File: src/rtl/score_bcd_seg7.sv
// score_bcd_seg7: converts a binary score to BCD one bit per clock with shift-add-3.
// It then registers the active-low seven-segment patterns for each digit.
// Ports: clk, rst (async, active-low), start, value[WIDTH] -> busy, done,
//        overflow, bcd[4*DIGITS] (digit 0 = ones), seg[7*DIGITS] (bit0=a..bit6=g).
// Option: define LEADING_ZERO_BLANK_EN to blank digits above the most
//         significant nonzero digit (digit 0 is never blanked).
module score_bcd_seg7 #(
    parameter int WIDTH  = 7,
    parameter int DIGITS = 3
) (
    input  logic                  clk,
    input  logic                  rst,
    input  logic                  start,
    input  logic [WIDTH-1:0]      value,
    output logic                  busy,
    output logic                  done,
    output logic                  overflow,
    output logic [4*DIGITS-1:0]   bcd,
    output logic [7*DIGITS-1:0]   seg
);

    localparam int BW = 4 * DIGITS;
    localparam int SW = 7 * DIGITS;
    localparam int CW = $clog2(WIDTH + 1);

    localparam logic [6:0] SEG_ZERO  = 7'b1000000;
    localparam logic [6:0] SEG_DASH  = 7'b0111111;
    localparam logic [6:0] SEG_BLANK = 7'b1111111;

    typedef enum logic [1:0] {
        S_IDLE,
        S_SHIFT,
        S_DONE
    } state_t;

    function automatic logic [6:0] enc(input logic [3:0] d);
        logic [6:0] p;
        case (d)
            4'd0:    p = 7'b1000000;
            4'd1:    p = 7'b1111001;
            4'd2:    p = 7'b0100100;
            4'd3:    p = 7'b0110000;
            4'd4:    p = 7'b0011001;
            4'd5:    p = 7'b0010010;
            4'd6:    p = 7'b0000010;
            4'd7:    p = 7'b1111000;
            4'd8:    p = 7'b0000000;
            4'd9:    p = 7'b0010000;
            default: p = SEG_BLANK;
        endcase
        return p;
    endfunction

    // Reset shows a zero score, laid out as the display would show it.
    function automatic logic [SW-1:0] seg_reset();
        logic [SW-1:0] s;
        s = '0;
        for (int i = 0; i < DIGITS; i++) begin
            s[7*i +: 7] = SEG_ZERO;
`ifdef LEADING_ZERO_BLANK_EN
            if (i > 0) s[7*i +: 7] = SEG_BLANK;
`endif
        end
        return s;
    endfunction

    localparam logic [SW-1:0] SEG_RST = seg_reset();

    state_t          state;
    logic [WIDTH-1:0] sreg;
    logic [BW-1:0]   acc;
    logic [BW-1:0]   adj;
    logic [CW-1:0]   cnt;
    logic            sticky;
    logic [SW-1:0]   seg_next;

    // Per-digit add-3 correction ahead of the shift.
    always_comb begin
        adj = acc;
        for (int i = 0; i < DIGITS; i++) begin
            if (acc[4*i +: 4] >= 4'd5) adj[4*i +: 4] = acc[4*i +: 4] + 4'd3;
        end
    end

    always_comb begin
        logic [3:0] d;
`ifdef LEADING_ZERO_BLANK_EN
        logic lead;
        lead = 1'b1;
`endif
        seg_next = '0;
        d = '0;
        for (int i = DIGITS - 1; i >= 0; i--) begin
            d = acc[4*i +: 4];
            if (sticky) seg_next[7*i +: 7] = SEG_DASH;
            else        seg_next[7*i +: 7] = enc(d);
`ifdef LEADING_ZERO_BLANK_EN
            // Still scanning zeros from the top: blank, except the ones digit.
            if (!sticky && lead && i > 0 && d == 4'd0)
                seg_next[7*i +: 7] = SEG_BLANK;
            if (d != 4'd0) lead = 1'b0;
`endif
        end
    end

    always_ff @(posedge clk or negedge rst) begin
        if (!rst) begin
            state    <= S_IDLE;
            sreg     <= '0;
            acc      <= '0;
            cnt      <= '0;
            sticky   <= 1'b0;
            busy     <= 1'b0;
            done     <= 1'b0;
            overflow <= 1'b0;
            bcd      <= '0;
            seg      <= SEG_RST;
        end else begin
            done <= 1'b0;
            unique case (state)
                S_IDLE: begin
                    if (start) begin
                        sreg   <= value;
                        acc    <= '0;
                        sticky <= 1'b0;
                        cnt    <= CW'(WIDTH);
                        busy   <= 1'b1;
                        state  <= S_SHIFT;
                    end
                end
                S_SHIFT: begin
                    // The bit leaving the accumulator top is a lost power of ten.
                    if (adj[BW-1]) sticky <= 1'b1;
                    {acc, sreg} <= {adj, sreg} << 1;
                    cnt <= cnt - CW'(1);
                    if (cnt == CW'(1)) state <= S_DONE;
                end
                S_DONE: begin
                    bcd      <= acc;
                    seg      <= seg_next;
                    overflow <= sticky;
                    done     <= 1'b1;
                    busy     <= 1'b0;
                    state    <= S_IDLE;
                end
                default: state <= S_IDLE;
            endcase
        end
    end

endmodule

File: config.mk
export PLATFORM = sky130hd
export DESIGN_NAME = score_bcd_seg7
export DESIGN_NICKNAME = d
export VERILOG_FILES = /design/src/rtl/score_bcd_seg7.sv
export SDC_FILE = /design/constraint.sdc
export NUM_CORES = 1
export LEC_CHECK = 0
export CORE_MARGIN = 1.5
export CORE_UTILIZATION = 54
export CTS_BUF_LIST = sky130_fd_sc_hd__clkbuf_2
export CTS_CLUSTER_DIAMETER = 80
export CTS_CLUSTER_SIZE = 14
export DETAILED_ROUTE_END_ITERATION = 6
export GPL_ROUTABILITY_DRIVEN = 0
export GPL_TIMING_DRIVEN = 0
export PLACE_DENSITY = 0.84
export SYNTH_ARGS = -nofsm -noshare
export SYNTH_HDL_FRONTEND = slang
export SYNTH_SLANG_ARGS = --single-unit
File: constraint.sdc
create_clock -name clk -period 1.9 [get_ports clk]
set_clock_uncertainty 0.1 [all_clocks]
set_input_delay 0.38 -clock clk [delete_from_list [all_inputs] [get_ports clk]]
set_output_delay 0.38 -clock clk [all_outputs]
set_load 0.02 [all_outputs]
* Word level (Yosys, flattened, before mapping)
Memories as Yosys holds them, arrays and structs flattened.
Cells that the tools add are included.
** Storage, ports and cells
- Input port bits :: 10
- Word-level logic and storage cells :: 54
- Register bits :: 61
- Memories kept :: 3
- Memory bits (read-only) :: 336
- Output and inout port bits :: 36
** Memory list
- (name not given) :: words 16, bits a word 7, read ports 1, clocked after memory_dff 0, write ports 0, line 38 : case (d)
- (name not given) :: words 16, bits a word 7, read ports 1, clocked after memory_dff 0, write ports 0, line 38
- (name not given) :: words 16, bits a word 7, read ports 1, clocked after memory_dff 0, write ports 0, line 38
** Operators by class
- Mux-type cells :: 21
- Reductions and logical operators :: 7
- Add/sub/neg operators :: 4
- Order comparisons :: 3
- Equality and inequality tests :: 6
** Operator list (number)
- 7-bit two-way mux :: 4
- 12-bit case mux with 2 select lines :: 1
- 7-bit case mux with 2 select lines :: 1
- 4-bit by 2-bit adder with 4-bit output, second input constant :: 3
- 4-bit by 3-bit greater-or-equal comparator with 1-bit output, second input constant :: 3
- 12-bit two-way mux :: 1
- 4-bit two-way mux :: 3
- 2-bit inequality test, second input constant :: 3
- 3-bit case mux with 2 select lines :: 1
- 2-bit AND reduction :: 3
- 1-bit two-way mux :: 4
- 2-bit two-way mux :: 2
- 1-bit case mux with 2 select lines :: 2
- 2-bit case mux with 2 select lines :: 1
- 2-bit nonzero test :: 2
- 3-bit by 1-bit equality test with 1-bit output, second input constant :: 1
- 3-bit two-way mux :: 1
- 3-bit AND reduction :: 1
- 3-bit by 1-bit subtractor with 3-bit output, second input constant :: 1
- 2-bit by 1-bit equality test with 1-bit output, second input constant :: 1
- 2-bit equality test, second input constant :: 1
- 2-bit logical NOT :: 1

* Logic depth before layout (Yosys ltp)
Gate-level depths: netlist of the first run.
- Word-level depth :: 4
- Mapped depth :: 6
- Mapped depth without buffers :: 6

* Worst setup path before layout of the first run
OpenSTA, ideal clock, no wires.
- Path type :: register -> register
- Start point :: register acc[1]
- End point :: register acc[2]
- Path slack :: 0.253 ns
- Arrival :: 1.426 ns
- Required time :: 1.679 ns
- Buffers on the path :: 0
- Clock period less this slack :: 1.647 ns
- Stages on the path, launching flop included :: 7
- Library setup time :: 0.121 ns
- Cells stage by stage :: dfrtp_1 -> inv_1 -> ha_1 -> nand2b_1 -> a21oi_1 -> mux2i_1 -> a22o_1
** On the way
- Cells in the longest elaborated chain, start to end :: 3
- Elaborated cells on any way between the ends :: 4
- Classes of those cells :: add/sub (1); order compare (1); mux (2)
** RTL lines
- start: declaration :: line 71 : logic [BW-1:0] acc;
- start signal: assignment :: line 134 : {acc, sreg} <= {adj, sreg} << 1;
- 4-bit by 2-bit adder with 4-bit output or 4-bit by 3-bit greater-or-equal comparator with 1-bit output (tied branches) :: line 81 : if (acc[4*i +: 4] >= 4'd5) adj[4*i +: 4] = acc[4*i +: 4] + 4'd3;
- 4-bit two-way mux * :: line 81
- 12-bit case mux with 2 select lines * :: line 120 : unique case (state)
Mark *: on every way between the ends. The rest lies on a longest branch, timed or not.
A chain may end at the register's enable or synchronous reset.

* Final worst setup path of the first run
- Start point :: register seg[20]
- End point :: output seg[20]
** RTL lines
- start: declaration :: line 19 : output logic [7*DIGITS-1:0] seg
- start signal: assignment :: line 140 : seg <= seg_next;
No word-level cell between the ends.

==> impl_metrics.yaml, run 1 <==
finish:
  final_common_cell: "dfrtp_1"
  drive_gt1_frac: 0.122
  area_growth_pct: 20.0
  fin_area_sq_um: 3700
  layout_common_cells: "dfrtp_1, nand2_1, o21ai_0, dlygate4sd2_1, inv_1"
  final_nets: 398
  fill_cells: 471
  n_antenna_cell: 0
  final_core_utilization: 0.673
setup_path:
  start_kind: "register"
  worstSetupPathType: "register to primary output"
  crit_fanout: 2
  cp_cell_sequence: "clkdlybuf4s15_1"
  rr_startpoint: "acc[5]"
  critPathMaxStageDelay_ns: 0.58
  cp_num_buf_inv: 1
  arrival_ns: 1.34
  worstPathRequired_ns: 1.42
  r2r_cells: 6
  critPathCaptureType: "primary output"
  ff2ff_setup_slack_ns: 0.10
  startpoint: "seg[20]"
  critical-path-top-delay-family: "flip-flops"
  worst_r2r_endpoint: "acc[7]"
  crit_slowest_cell: "dfstp_2"
sta:
  fin_ws_ns: 0.0760
  layout_min_cycle_time_ns: 1.82
  tightest_slew_ns: 0.694
  maxSlewViolCount: 0
  setup_viol: 0
  slew_headroom: 0.538
  fmax_mhz: 548
  rsz0062_at_grt: "no"
  post-route-period-util: 0.960
  hold_viol: 0
grt:
  grt_most_used_layer: "met2"
  grtUsageMet2: 0.356
  grt_max_degree: 32
  grt_util_met3: 0.0547
  track_usage: 0.233
  grtUsageMet1: 0.310
  first_global_vias: 2363
  grt_overflow: 0
  grt_antenna_before_repair: 0
  grt_first_pass_wirelength_um: 11000
die:
  core_region_area_sq_um: 5510
  fp.dieW_um: 78.6
  fp.dieH_um: 78.6
  ios: 46
  start_util: 0.561
  die-area_sq_um: 6180
  num_rows: 27
drt:
  drcViolationCount: 0
  drt-pass1-iter-count: 4
  vias_per_cell: 5.56
  vias: 2489
  ant_nets: 0
  drt_iter0_drc: 192
  detail_route.wl_per_cell_um: 14.8
  drt_wl_total_um: 6640
yosys:
  syn-num-nets: 340
  synth-seq-cells: 61
  synth.avg_cell_area_sq_um: 9.87
  synth-edff-count: 0
  synth_area_sq_um: 3090
  synthFlopType: "dfrtp_1"
  synthArstFlopShare: 1.00
  seq_area_frac_synth: 0.496
  yosysUniqueCellTypes: 40
  yosys_warnings: 0
  syn_inst: 313
cts:
  clk_pin_slew_ns: 0.16
  cts_buffers: 9
  post_cts.repair.setup_buffers: 0
  clockBufferDepth: 2
  tritoncts: "yes"
  cts.sinks: 61
  clk_latency_ns: 0.48
  htreeDepth: 3
  clockRootBuffer: "clkbuf_2"
outcome:
  status: "finished, final reports clean"
placed_design:
  dp_slack_ns: 0.00600
  dp.final_hpwl_um: 4750
  port_buffers: 45
  placed_area_sq_um: 3640
hold_path:
  hold_path_class: "input pin to async pin"
power_and_ir_drop:
  leakage_nw: 1.88
  power.density_nw_per_um2: 1750
  irDropWorstVdd_v: 0.000834
run:
  max-cap-violations: 0
==> Yosys cell counts (3+ instances only) <==
cell       n  share of area
buf_2      8          0.013
dfstp_2    3          0.026
buf_6      4          0.015
o21ai_0   44          0.071
a21oi_1   19          0.031
o22a_1     3         0.0085
nor2_1    17          0.021
nand2_1   50          0.061
nor3b_1    3         0.0073
mux2i_1   13          0.042
a22o_1     7          0.020
xnor2_1    4          0.011
dfrtp_1   58           0.47
a211oi_1   5          0.012
ha_1      17          0.069
a31oi_1    5          0.010
inv_1     19          0.023
nand2b_1   7          0.014
==> kinds of logic after synthesis <==
| family | after synthesis | share of synthesized area |
|---|---|---|
| buffers and inverters | 36 | 0.0600 |
| DFF | 61 | 0.496 |
| and+or+nand+nor | 85 | 0.129 |
| muxes | 14 | 0.0458 |
| xor gates and xnor gates | 5 | 0.0142 |
| adders and majority gates | 17 | 0.0689 |
| AOI/OAI and AO/OA | 95 | 0.187 |
==> layer usage <==
layer	up-vias	part of all wire	wire length (um)
li1	1200	-	-
met1	1198	0.46	3080
met2	73	0.47	3120
met3	18	0.042	277
met4	0	0.025	166
met5	-	0	0
==> worst max-delay path by stage <==
stage	endpoint	slack, ns	cells past startpoint
after CTS	acc[6]	0.006	6
after global routing	seg[13]	0.002	1
after detailed placement	sreg[4]	0.006	5
final	seg[20]	0.08	1
after global placement	bcd[5]	-1.53	1
after floorplan	acc[2]	0.25	6
==> where the power goes <==
group | switching (W) | internal, W | leakage [nW]
Combinational | 0.00208 | 0.00145 | 1.06
Clock | 0.000450 | 0.000177 | 0.0608
Sequential | 0.000447 | 0.00189 | 0.761
==> flip-flops by register name, indices dropped and copies added, names as in the netlist <==
name,count
seg,21
acc,12
bcd,12
sreg,7
cnt,3
state,2
busy,1
done,1
overflow,1
sticky,1
==> area by class of cell <==
type / count / area [sq um] / share of cell area
sequential: 61 / 1530 / 0.414
multi-input combinational: 216 / 1380 / 0.374
timing repair buffer: 47 / 434 / 0.117
buffer: 16 / 108 / 0.0290
tap: 72 / 90.1 / 0.0243
inverter: 20 / 77.6 / 0.0209
clock buffer: 12 / 60.1 / 0.0162
clock inverter: 4 / 17.5 / 0.00473
==> repair_timing <==
action	4_1_cts	5_1_grt
resized for setup	36	9
setup endpoints to repair	36	10
hold buffers	1	0
endpoints found under the hold margin	28	0
==> stage by stage <==
stage          total power, W  setup TNS, ns  cells  hold WS [ns]
6_report              0.00649              0    448         0.362
5_1_grt               0.00703              0    448         0.386
2_1_floorplan         0.00476              0    313       -0.0156
4_1_cts               0.00644              0    448         0.357
3_3_place_gp          0.00588         -91.28    430         0.340
3_5_place_dp          0.00605              0    431         0.352
Note: power is estimated with default switching activity, not from simulation.
==> inputs of run 2 (changes only) <==
- PLACE_DENSITY: 0.84 -> 0.82
==> impl_metrics.yaml, run 2 (synthesis results as in run 1) <==
placed_design:
  dp.cells: 431
  dp.final_hpwl_um: 4550
  port_buffers: 45
  placed_area_sq_um: 3640
sta:
  slew_headroom: 0.563
  tns_ns: 0
  maxSlewViolCount: 0
  post-route-period-util: 0.963
  fmax_mhz: 547
  tightest_slew_ns: 0.656
  layout_min_cycle_time_ns: 1.83
  setup_viol: 0
  rsz0062_at_grt: "no"
  hold_viol: 0
finish:
  fill_cells: 453
  top_register: "seg"
  area_growth_pct: 20.2
  n_antenna_cell: 0
  fin_area_sq_um: 3710
  drive_gt1_frac: 0.114
  final_common_cell: "dfrtp_1"
  fin_cells: 448
  largest_reg_flops: 21
  final_nets: 398
  layout_common_cells: "dfrtp_1, nand2_1, o21ai_0, dlygate4sd2_1, inv_1"
  final_core_utilization: 0.674
  top_regs: "seg (21), acc (12), bcd (12)"
cts:
  clk_latency_ns: 0.45
  clk_pin_slew_ns: 0.16
  cts.sinks: 61
  tritoncts: "yes"
  cts_buffers: 9
  clockRootBuffer: "clkbuf_2"
  clockBufferDepth: 2
  htreeDepth: 3
power_and_ir_drop:
  sequentialPowerShare: 0.361
  power.density_nw_per_um2: 1730
  leakage_nw: 1.94
  pwr-share-clk: 0.093
  fin_total_pwr_w: 0.00642
  switchingPower_w: 0.00291
  intPower_w: 0.00351
  irDropWorstVdd_v: 0.000933
  combinationalPowerShare: 0.546
  switching_share: 0.453
die:
  num_rows: 27
  core_region_area_sq_um: 5510
  fp.dieH_um: 78.6
  fp.dieW_um: 78.6
  start_util: 0.561
  die-area_sq_um: 6180
  ios: 46
grt:
  grt_antenna_before_repair: 0
  grt_overflow: 0
  first_global_vias: 2351
  grt_first_pass_wirelength_um: 10800
  track_usage: 0.227
  grt_max_degree: 34
setup_path:
  critPathMaxStageDelay_ns: 0.57
  rr_startpoint: "acc[8]"
  crit_fanout: 2
  worst_r2r_endpoint: "acc[10]"
  start_kind: "register"
  critPathCaptureType: "primary output"
  critical-path-top-delay-family: "flip-flops"
  worstPathRequired_ns: 1.42
  cp_num_buf_inv: 1
  cp_cell_sequence: "dlygate4sd2_1"
  ff2ff_setup_slack_ns: 0.13
  crit_slowest_cell: "dfstp_2"
  r2r_cells: 6
  worstSetupPathType: "register to primary output"
  arrival_ns: 1.35
drt:
  drt-pass1-iter-count: 6
  vias_per_cell: 5.48
  drcViolationCount: 0
  detail_route.wl_per_cell_um: 14.4
  drt_wl_total_um: 6430
  ant_nets: 0
  vias: 2457
  drt_iter0_drc: 236
outcome:
  status: "finished, final reports clean"
hold_path:
  hold_path_class: "input pin to async pin"
run:
  max-cap-violations: 0
-- run 2: power groups by stage --
| stage | Combinational, W | Clock [W] | Sequential, W |
|---|---|---|---|
| 2_1_floorplan | 0.00211 | 0 | 0.00265 |
| 3_3_place_gp | 0.00356 | 0 | 0.00232 |
| 3_5_place_dp | 0.00367 | 0 | 0.00234 |
| 4_1_cts | 0.00349 | 0.000608 | 0.00230 |
| 5_1_grt | 0.00391 | 0.000677 | 0.00240 |
| 6_report | 0.00351 | 0.000595 | 0.00232 |
-- run 2: per-layer routing --
layer | global-route usage | vias to the layer above | share of wire | wire, um
met1 | 0.308 | 1179 | 0.48 | 3060
met5 | 0 | - | 0 | 0
met4 | 0.114 | 0 | 0.016 | 102
met3 | 0.0442 | 10 | 0.043 | 278
li1 | - | 1195 | - | -
met2 | 0.346 | 73 | 0.46 | 2990
-- run 2: layout make-up --
cell class | count | area [sq um] | share of cell area
buffer | 16 | 108 | 0.0290
multi-input combinational | 216 | 1380 | 0.373
timing repair buffer | 47 | 445 | 0.120
sequential | 61 | 1530 | 0.413
clock buffer | 11 | 55.1 | 0.0148
inverter | 20 | 77.6 | 0.0209
clock inverter | 5 | 18.8 | 0.00506
tap | 72 | 90.1 | 0.0243
-- run 2: worst max-delay path by stage --
stage,to,depth (start not counted),startpoint
5_1_grt,seg[6],1,seg[6]
6_report,seg[20],1,seg[20]
3_5_place_dp,sreg[4],4,start
4_1_cts,bcd[3],1,bcd[3]
3_3_place_gp,bcd[5],1,rst
2_1_floorplan,acc[2],6,acc[1]
-- run 2: repair_timing --
action / 4_1_cts / 5_1_grt
gates resized for setup: 32 / 10
hold buffers: 1 / 0
buffers inserted: 0 / 0
endpoints found under the hold margin: 27 / 0
endpoints found under the setup margin: 32 / 8
cloned: 0 / 0
-- run 2: through the flow --
stage / hold WS [ns] / setup WS (ns)
final: 0.379 / 0.0712
after floorplan: -0.0156 / 0.253
after detailed placement: 0.344 / -0.00481
after global routing: 0.402 / 0.000982
after global placement: 0.341 / -1.54
after CTS: 0.360 / 0.000981
